$ cat src/rtl/data_concat.sv
// Packs four 18-bit words into nine registered bytes (72 bits, pure bit permutation).
// Define DATA_CONCAT_LITTLE_ENDIAN_EN for LSB-first byte order; MSB-first otherwise.
module data_concat (
  input  logic        clk,
  input  logic        srst_n,
  input  logic [17:0] x [4],
  output logic [7:0]  y [9]
);

  logic [71:0] w;
  logic [7:0]  y_nxt [9];

  // x[0] is the most significant word of the combined bus.
  assign w = {x[0], x[1], x[2], x[3]};

  always_comb begin
    for (int i = 0; i < 9; i++) begin
      y_nxt[i] = 8'h00;
`ifdef DATA_CONCAT_LITTLE_ENDIAN_EN
      y_nxt[i] = w[8*i +: 8];
`else
      y_nxt[i] = w[64-8*i +: 8];
`endif
    end
  end

  // The output register is the only state in the block.
  always_ff @(posedge clk or negedge srst_n) begin
    if (!srst_n) begin
      for (int i = 0; i < 9; i++) y[i] <= 8'h00;
    end else begin
      for (int i = 0; i < 9; i++) y[i] <= y_nxt[i];
    end
  end

endmodule

$ cat config.mk
export PLATFORM = sky130hd
export DESIGN_NAME = data_concat
export DESIGN_NICKNAME = d
export VERILOG_FILES = /design/src/rtl/data_concat.sv
export SDC_FILE = /design/constraint.sdc
export NUM_CORES = 1
export LEC_CHECK = 0
export BUFFER_PORTS_ARGS = -buffer_cell sky130_fd_sc_hd__buf_2
export CAP_MARGIN = 15
export CORE_UTILIZATION = 30
export CTS_CLUSTER_DIAMETER = 100
export DETAILED_ROUTE_END_ITERATION = 8
export SETUP_SLACK_MARGIN = 0.15
export SLEW_MARGIN = 25
export SYNTH_ARGS = -nofsm -noshare
export SYNTH_HDL_FRONTEND = slang
export SYNTH_SLANG_ARGS = --single-unit
$ cat constraint.sdc
create_clock -name clk -period 1.25 [get_ports clk]
set_clock_uncertainty 0.2 [all_clocks]
set_input_delay 0.125 -clock clk [delete_from_list [all_inputs] [get_ports clk]]
set_output_delay 0.125 -clock clk [all_outputs]
set_load 0.01 [all_outputs]
Word level (Yosys, flattened, before mapping)
Index checks and enable logic that the tools add are counted.

storage, ports and cells
  word-level logic and storage cells = 9
  output and inout port bits = 72
  register bits = 72
  input bits = 74

Longest topological paths before layout
Gate-level depths: netlist of run 1.

  depth in word-level cells = 0
  mapped depth = 0
  gate-level depth less buffers = 0

Worst setup path before layout of run 1
No wires, ideal clock.

  path kind = register to output
  start = register y[0] (netlist name)
  end = output port y[0] (netlist name)
  path slack = 549 ps
  required time = 925 ps
  stages on the path, launching flop included = 1
  path buffers = 0
  data arrival time = 376 ps
  cell sequence = dfrtp_1

RTL lines
  element          RTL line  text
  start, declared  7         output logic [7:0] y [9]

No word-level cell between the ends.

Worst setup path in the final report of run 1
  start = register y[71] (netlist name)
  end = output port y[71] (netlist name)

No word-level cell between the ends.

==> results of run 1 <==
-- worst max-delay path by stage --
stage                        to  slack, ns            start
final                     y[71]       0.07  y[71]$_DFF_PN0_
after global routing       y[9]       0.02   y[9]$_DFF_PN0_
after CTS                 y[14]       0.06  y[14]$_DFF_PN0_
after detailed placement  y[26]       0.43  y[26]$_DFF_PN0_
after global placement    y[26]       0.43  y[26]$_DFF_PN0_
after floorplan            y[0]       0.55   y[0]$_DFF_PN0_
-- cell families after synthesis --
logic type  synth area share [%]
flops                        100
-- cell usage after synthesis --
cell     number  share of area (%)
dfrtp_1      72                100
-- layout make-up --
cell class            instances  area, um2
fill                        404       2060
sequential                   72       1800
timing repair buffer        219       1530
clock buffer                 11        141
tap                          72       90.1
clock inverter                3       20.0
-- report_power, final --
group,switching (W),internal (W),total (W)
Clock,0.000773,0.000749,0.00152
Combinational,0.000217,0.000329,0.000546
Sequential,0.0000315,0.00245,0.00248
-- stage by stage --
step | setup slack (ns) | total power (W) | cells
2_1_floorplan | 0.549 | 0.00259 | 72
3_3_place_gp | 0.434 | 0.00286 | 290
3_5_place_dp | 0.434 | 0.00287 | 290
4_1_cts | 0.0603 | 0.00458 | 377
5_1_grt | 0.0190 | 0.00477 | 377
6_report | 0.0741 | 0.00455 | 377
-- tightest hold or removal path, stage by stage --
cell and delay (ns):
dlygate4sd3_1 0.52, buf_4 0.11, buf_12 0.31
-- metal layers --
metal	vias up	GRT usage [%]
li1	679	-
met1	673	15.8
met2	92	28.1
met3	10	6.17
met4	0	9.27
met5	-	0
-- what timing repair did --
| action | CTS | global route |
|---|---|---|
| hold buffers | 73 | 0 |
| resized for setup | 1 | 7 |
| setup endpoints to repair | 72 | 72 |
| endpoints found under the hold margin | 144 | 0 |
| gates cloned | 0 | 0 |
==> summary.md, run 1 <==
| Metric | Value |
|---|---|
| Power per cell area | 1270 nW/um2 |
| Result of the run | completed |
| CTS Buffer Depth | 2 |
| Type of origin of the critical path | register |
| Via-to-Cell Ratio | 3.86 |
| Share of synthesized area occupied by flip-flops and latches | 100% |
| Area growth from synthesis to layout | 98.8% |
| Worst path buffer plus inverter count | 1 |
| Total of max-cap violations | 0 |
| Max Freq | 0.850 GHz |
| Met2 WL post-DR | 2480 um |
| CP Depth | 1 |
| Maximum fanout along the worst path | 1 |
| Antenna violations before repair | 0 |
| Unrepaired setup endpoints after global routing | yes |
| Netlist cell types | 1 |
| Final Critical Period | 1.18 ns |
| Core footprint | 5640 um2 |
| Signal arrival time at the worst endpoint | 0.85 ns |
| Slew margin rel. | 76.0% |
| Syn Area/Cell | 25.0 um2 |
| Core occupancy in the finished layout | 63.5% |
| CTS tree | done |
| Sum Neg Setup Slack | 0 ns |
| Most common library cell in the layout ignoring fill and taps | buf_2 |
| Number of CTS-inserted buffers | 9 |
| H-tree levels | 3 |
| Worst hold-check path type | primary input to asynchronous set/reset pin |
| Met3 routed wirelength | 471 um |
| Synth warn | 0 |
| GRT Overall Usage | 16.0% |
| Total gr overflow | 0 |
| Ratio of cells with drive above 1 in the final layout | 52.1% |
| Die outline area | 6320 um2 |
| Routability cong. | 0.669 |
| Maximum number of pins on one net before global-route repair | 73 |
| Effective utilization at floorplan | 31.9% |
| Critical path endpoint category | primary output |
| Root Driver | clkbuf_8 |
| Final clock period utilization by the worst path | 94.1% |
| Die H | 79.5 um |
| Leakage | 1.82 nW |
| Worst-path cell with the longest stage delay | dfrtp_1 |
| Number of endpoints failing setup at the final stage | 0 |
| Largest registers | y (72) |
| WL met1 | 1780 um |
| Number of storage elements in the synthesis netlist | 72 |
| Post-route design area | 3580 um2 |
| Inserted Diodes | 0 |
| First-pass GRT wire length | 7160 um |
| Worst Path Required | 0.93 ns |
| Cell class contributing the biggest share of worst-path delay | flip-flops |
| Final hold slack | 0.137 ns |
| Number of top-level design ports | 146 |
| Netlist area before placement | 1800 um2 |
| Antenna-violating nets left | 0 |
| CTS sink cnt | 72 |
| Number of port buffers | 145 |
| Via count | 1,454 |
| Mapped Cells | 72 |
| Number of standard-cell rows in the floorplan | 27 |
| DIE WIDTH | 79.5 um |
| Number of nets in the layout | 376 |
| Placed Area | 2640 um2 |
| CP Cell Sequence | buf_2 |
| First-pass iteration count of the detailed router | 4 |
| Worst setup path class | register to primary output |
| Clock slew at the register clock pins of the worst setup and hold paths | 0.07 ns |
| Number of DRC markers after the initial detailed-route iteration | 35 |
| Worst-margin pin slew | 0.360 ns |
| Number of nets in the synthesized netlist | 146 |
| Top routing layer in use | met4 |
| Routed length per instance | 12.8 um |
| Count of final hold-check violations | 0 |
| Largest vdd supply drop | 0.688 mV |
| Post CTS Setup Buffer Count | 0 |
| Max-slew violation total from the final report | 0 |
| Biggest register | y |
| Post-Route WL | 4820 um |
| Stage delay of the slowest cell on the critical path | 0.38 ns |
| Hpwl dp | 2600 um |
| Number of DRC violations after detailed routing | 0 |
| Total area of multi-input combinational cells | 0 um2 |
| Via count of the first global-routing pass | 1,566 |
| Flip-flop count of the largest register, all copies and words added | 72 |
| Multi-input combinational gate total | 0 |
| Most used cells in the layout excluding fill and tap cells | 136 x buf_2, 73 x dlygate4sd3_1, 72 x dfrtp_1, 10 x clkbuf_8, 8 x buf_6 |
(Power assumes the default switching activity.)
==> inputs of run 2 (changes only) <==
- PLACE_DENSITY_LB_ADDON: not set -> 0.1
==> run 2 against run 1 <==
Combinational power is 2% higher. Die area unchanged. Hold slack worse by 0.11 ns. Sequential power hardly changed. Non-clock buffer count increased by 1. Fmax increased by 1.0%. Total power increased by 9.9%. Clock-buffer cell count down 1. Critical endpoint is now y[40].
==> summary.md, run 2 (synthesized netlist as in run 1, its figures left out) <==
| Metric | Value |
|---|---|
| Ratio of cells with drive above 1 in the final layout | 52.9% |
| Stage delay of the slowest cell on the critical path | 0.38 ns |
| Number of port buffers | 145 |
| Number of DRC markers after the initial detailed-route iteration | 43 |
| Count of final hold-check violations | 0 |
| CTS Buffer Depth | 2 |
| Post CTS Setup Buffer Count | 0 |
| Flip-flop count of the largest register, all copies and words added | 72 |
| Via count of the first global-routing pass | 1,617 |
| Number of CTS-inserted buffers | 9 |
| Routed length per instance | 12.3 um |
| Power per cell area | 1360 nW/um2 |
| Die H | 79.5 um |
| Worst-path cell with the longest stage delay | dfrtp_1 |
| Multi-input combinational gate total | 0 |
| Cell class contributing the biggest share of worst-path delay | flip-flops |
| Number of standard-cell rows in the floorplan | 27 |
| H-tree levels | 3 |
| Leakage | 1.87 nW |
| Root Driver | clkbuf_8 |
| Worst hold-check path type | primary input to asynchronous set/reset pin |
| Core footprint | 5640 um2 |
| CP Depth | 1 |
| Portion of total power attributed to sequential cells | 49.6% |
| Total gr overflow | 0 |
| Inserted Diodes | 0 |
| Post-route design area | 3680 um2 |
| Register Area | 1800 um2 |
| CTS tree | done |
| P_int | 0.00395 W |
| Sum Neg Setup Slack | 0 ns |
| CTS sink cnt | 72 |
| Final standard cell count with taps included and fillers excluded | 380 |
| Final Critical Period | 1.16 ns |
| Source of the critical timing path | y[40]$_DFF_PN0_ |
| Slew margin rel. | 80.7% |
| Antenna violations before repair | 0 |
| Number of endpoints failing setup at the final stage | 0 |
| Power share of the clock group | 39.3% |
| Max Freq | 0.859 GHz |
| Switching pwr | 0.00104 W |
| Final clock period utilization by the worst path | 93.1% |
| Effective utilization at floorplan | 31.9% |
| Maximum fanout along the worst path | 1 |
| Placed Area | 2660 um2 |
| Routability cong. | 0.663 |
| Placed insts | 291 |
| Via-to-Cell Ratio | 3.83 |
| Largest registers | y (72) |
| Maximum number of pins on one net before global-route repair | 29 |
| Biggest register | y |
| Clock slew at the register clock pins of the worst setup and hold paths | 0.07 ns |
| Worst-margin pin slew | 0.289 ns |
| GRT Overall Usage | 15.5% |
| Type of origin of the critical path | register |
| Number of DRC violations after detailed routing | 0 |
| Most common library cell in the layout ignoring fill and taps | buf_2 |
| Result of the run | completed |
| Number of top-level design ports | 146 |
| Fillers | 418 |
| Worst path buffer plus inverter count | 1 |
| First-pass GRT wire length | 7110 um |
| Largest vdd supply drop | 0.876 mV |
| Worst setup path class | register to primary output |
| Max-slew violation total from the final report | 0 |
| Number of nets in the layout | 377 |
| Total area of multi-input combinational cells | 0 um2 |
| CP Cell Sequence | buf_2 |
| Via count | 1,456 |
| Combinational share of power | 11.1% |
| First-pass iteration count of the detailed router | 4 |
| Switching share of power | 20.9% |
| Post-Route WL | 4680 um |
| Area growth from synthesis to layout | 104% |
| Worst Path Required | 0.93 ns |
| Signal arrival time at the worst endpoint | 0.84 ns |
| Most used cells in the layout excluding fill and tap cells | 133 x buf_2, 73 x dlygate4sd3_1, 72 x dfrtp_1, 11 x buf_6, 10 x clkbuf_8 |
| Unrepaired setup endpoints after global routing | yes |
| Critical path endpoint category | primary output |
| Hpwl dp | 2950 um |
| Die outline area | 6320 um2 |
| Total of max-cap violations | 0 |
| Antenna-violating nets left | 0 |
| DIE WIDTH | 79.5 um |
-- run 2: changes by cell type in the layout (fill, tap and decap cells not counted), moves of 2 or more --
cell | before | now
clkinv_2 | 1 | 3
buf_6 | 8 | 11
buf_2 | 136 | 133
bufinv_16 | 0 | 2
-- run 2: metal layers --
metal | GRT usage (%) | share of wire, %
met1 | 14.7 | 36
met2 | 28.7 | 53
met3 | 4.57 | 9.5
met4 | 10.0 | 2.1
met5 | 0 | 0
-- run 2: worst max-delay path by stage --
stage,to,slack [ns]
2_1_floorplan,y[0],0.55
3_3_place_gp,y[40],0.43
3_5_place_dp,y[65],0.43
4_1_cts,y[40],0.07
5_1_grt,y[50],0.03
6_report,y[40],0.09
-- run 2: area by class of cell --
class	count	area share (%)
clock inverters	6	2.24
flip-flops and latches	72	49.0
repair buffers	220	42.6
clock buffers	10	3.74
well taps	72	2.45
-- run 2: power groups by stage --
stage	combinational [W]	sequential [W]	clock (W)
final	0.000556	0.00248	0.00196
after global routing	0.000603	0.00249	0.00213
after CTS	0.000540	0.00247	0.00204
after detailed placement	0.000363	0.00252	0
after global placement	0.000362	0.00251	0
after floorplan	0	0.00259	0
-- run 2: timing repair --
item                                   CTS  global route
endpoints found under the hold margin  144             0
setup endpoints to repair               72            72
resized for setup                        0            11
gates cloned                             0             0
hold buffers                            73             0
-- run 2: stage by stage --
stage                     utilization, %  hold WS, ns  power, W  setup WS [ns]
after global placement              47.2       -0.165   0.00288          0.434
after global routing                65.2       0.0401   0.00521         0.0303
after detailed placement            47.2       -0.167   0.00288          0.433
final                               65.2       0.0293   0.00500         0.0858
after CTS                           64.0       0.0162   0.00505         0.0670
after floorplan                        -       -0.371   0.00259          0.549
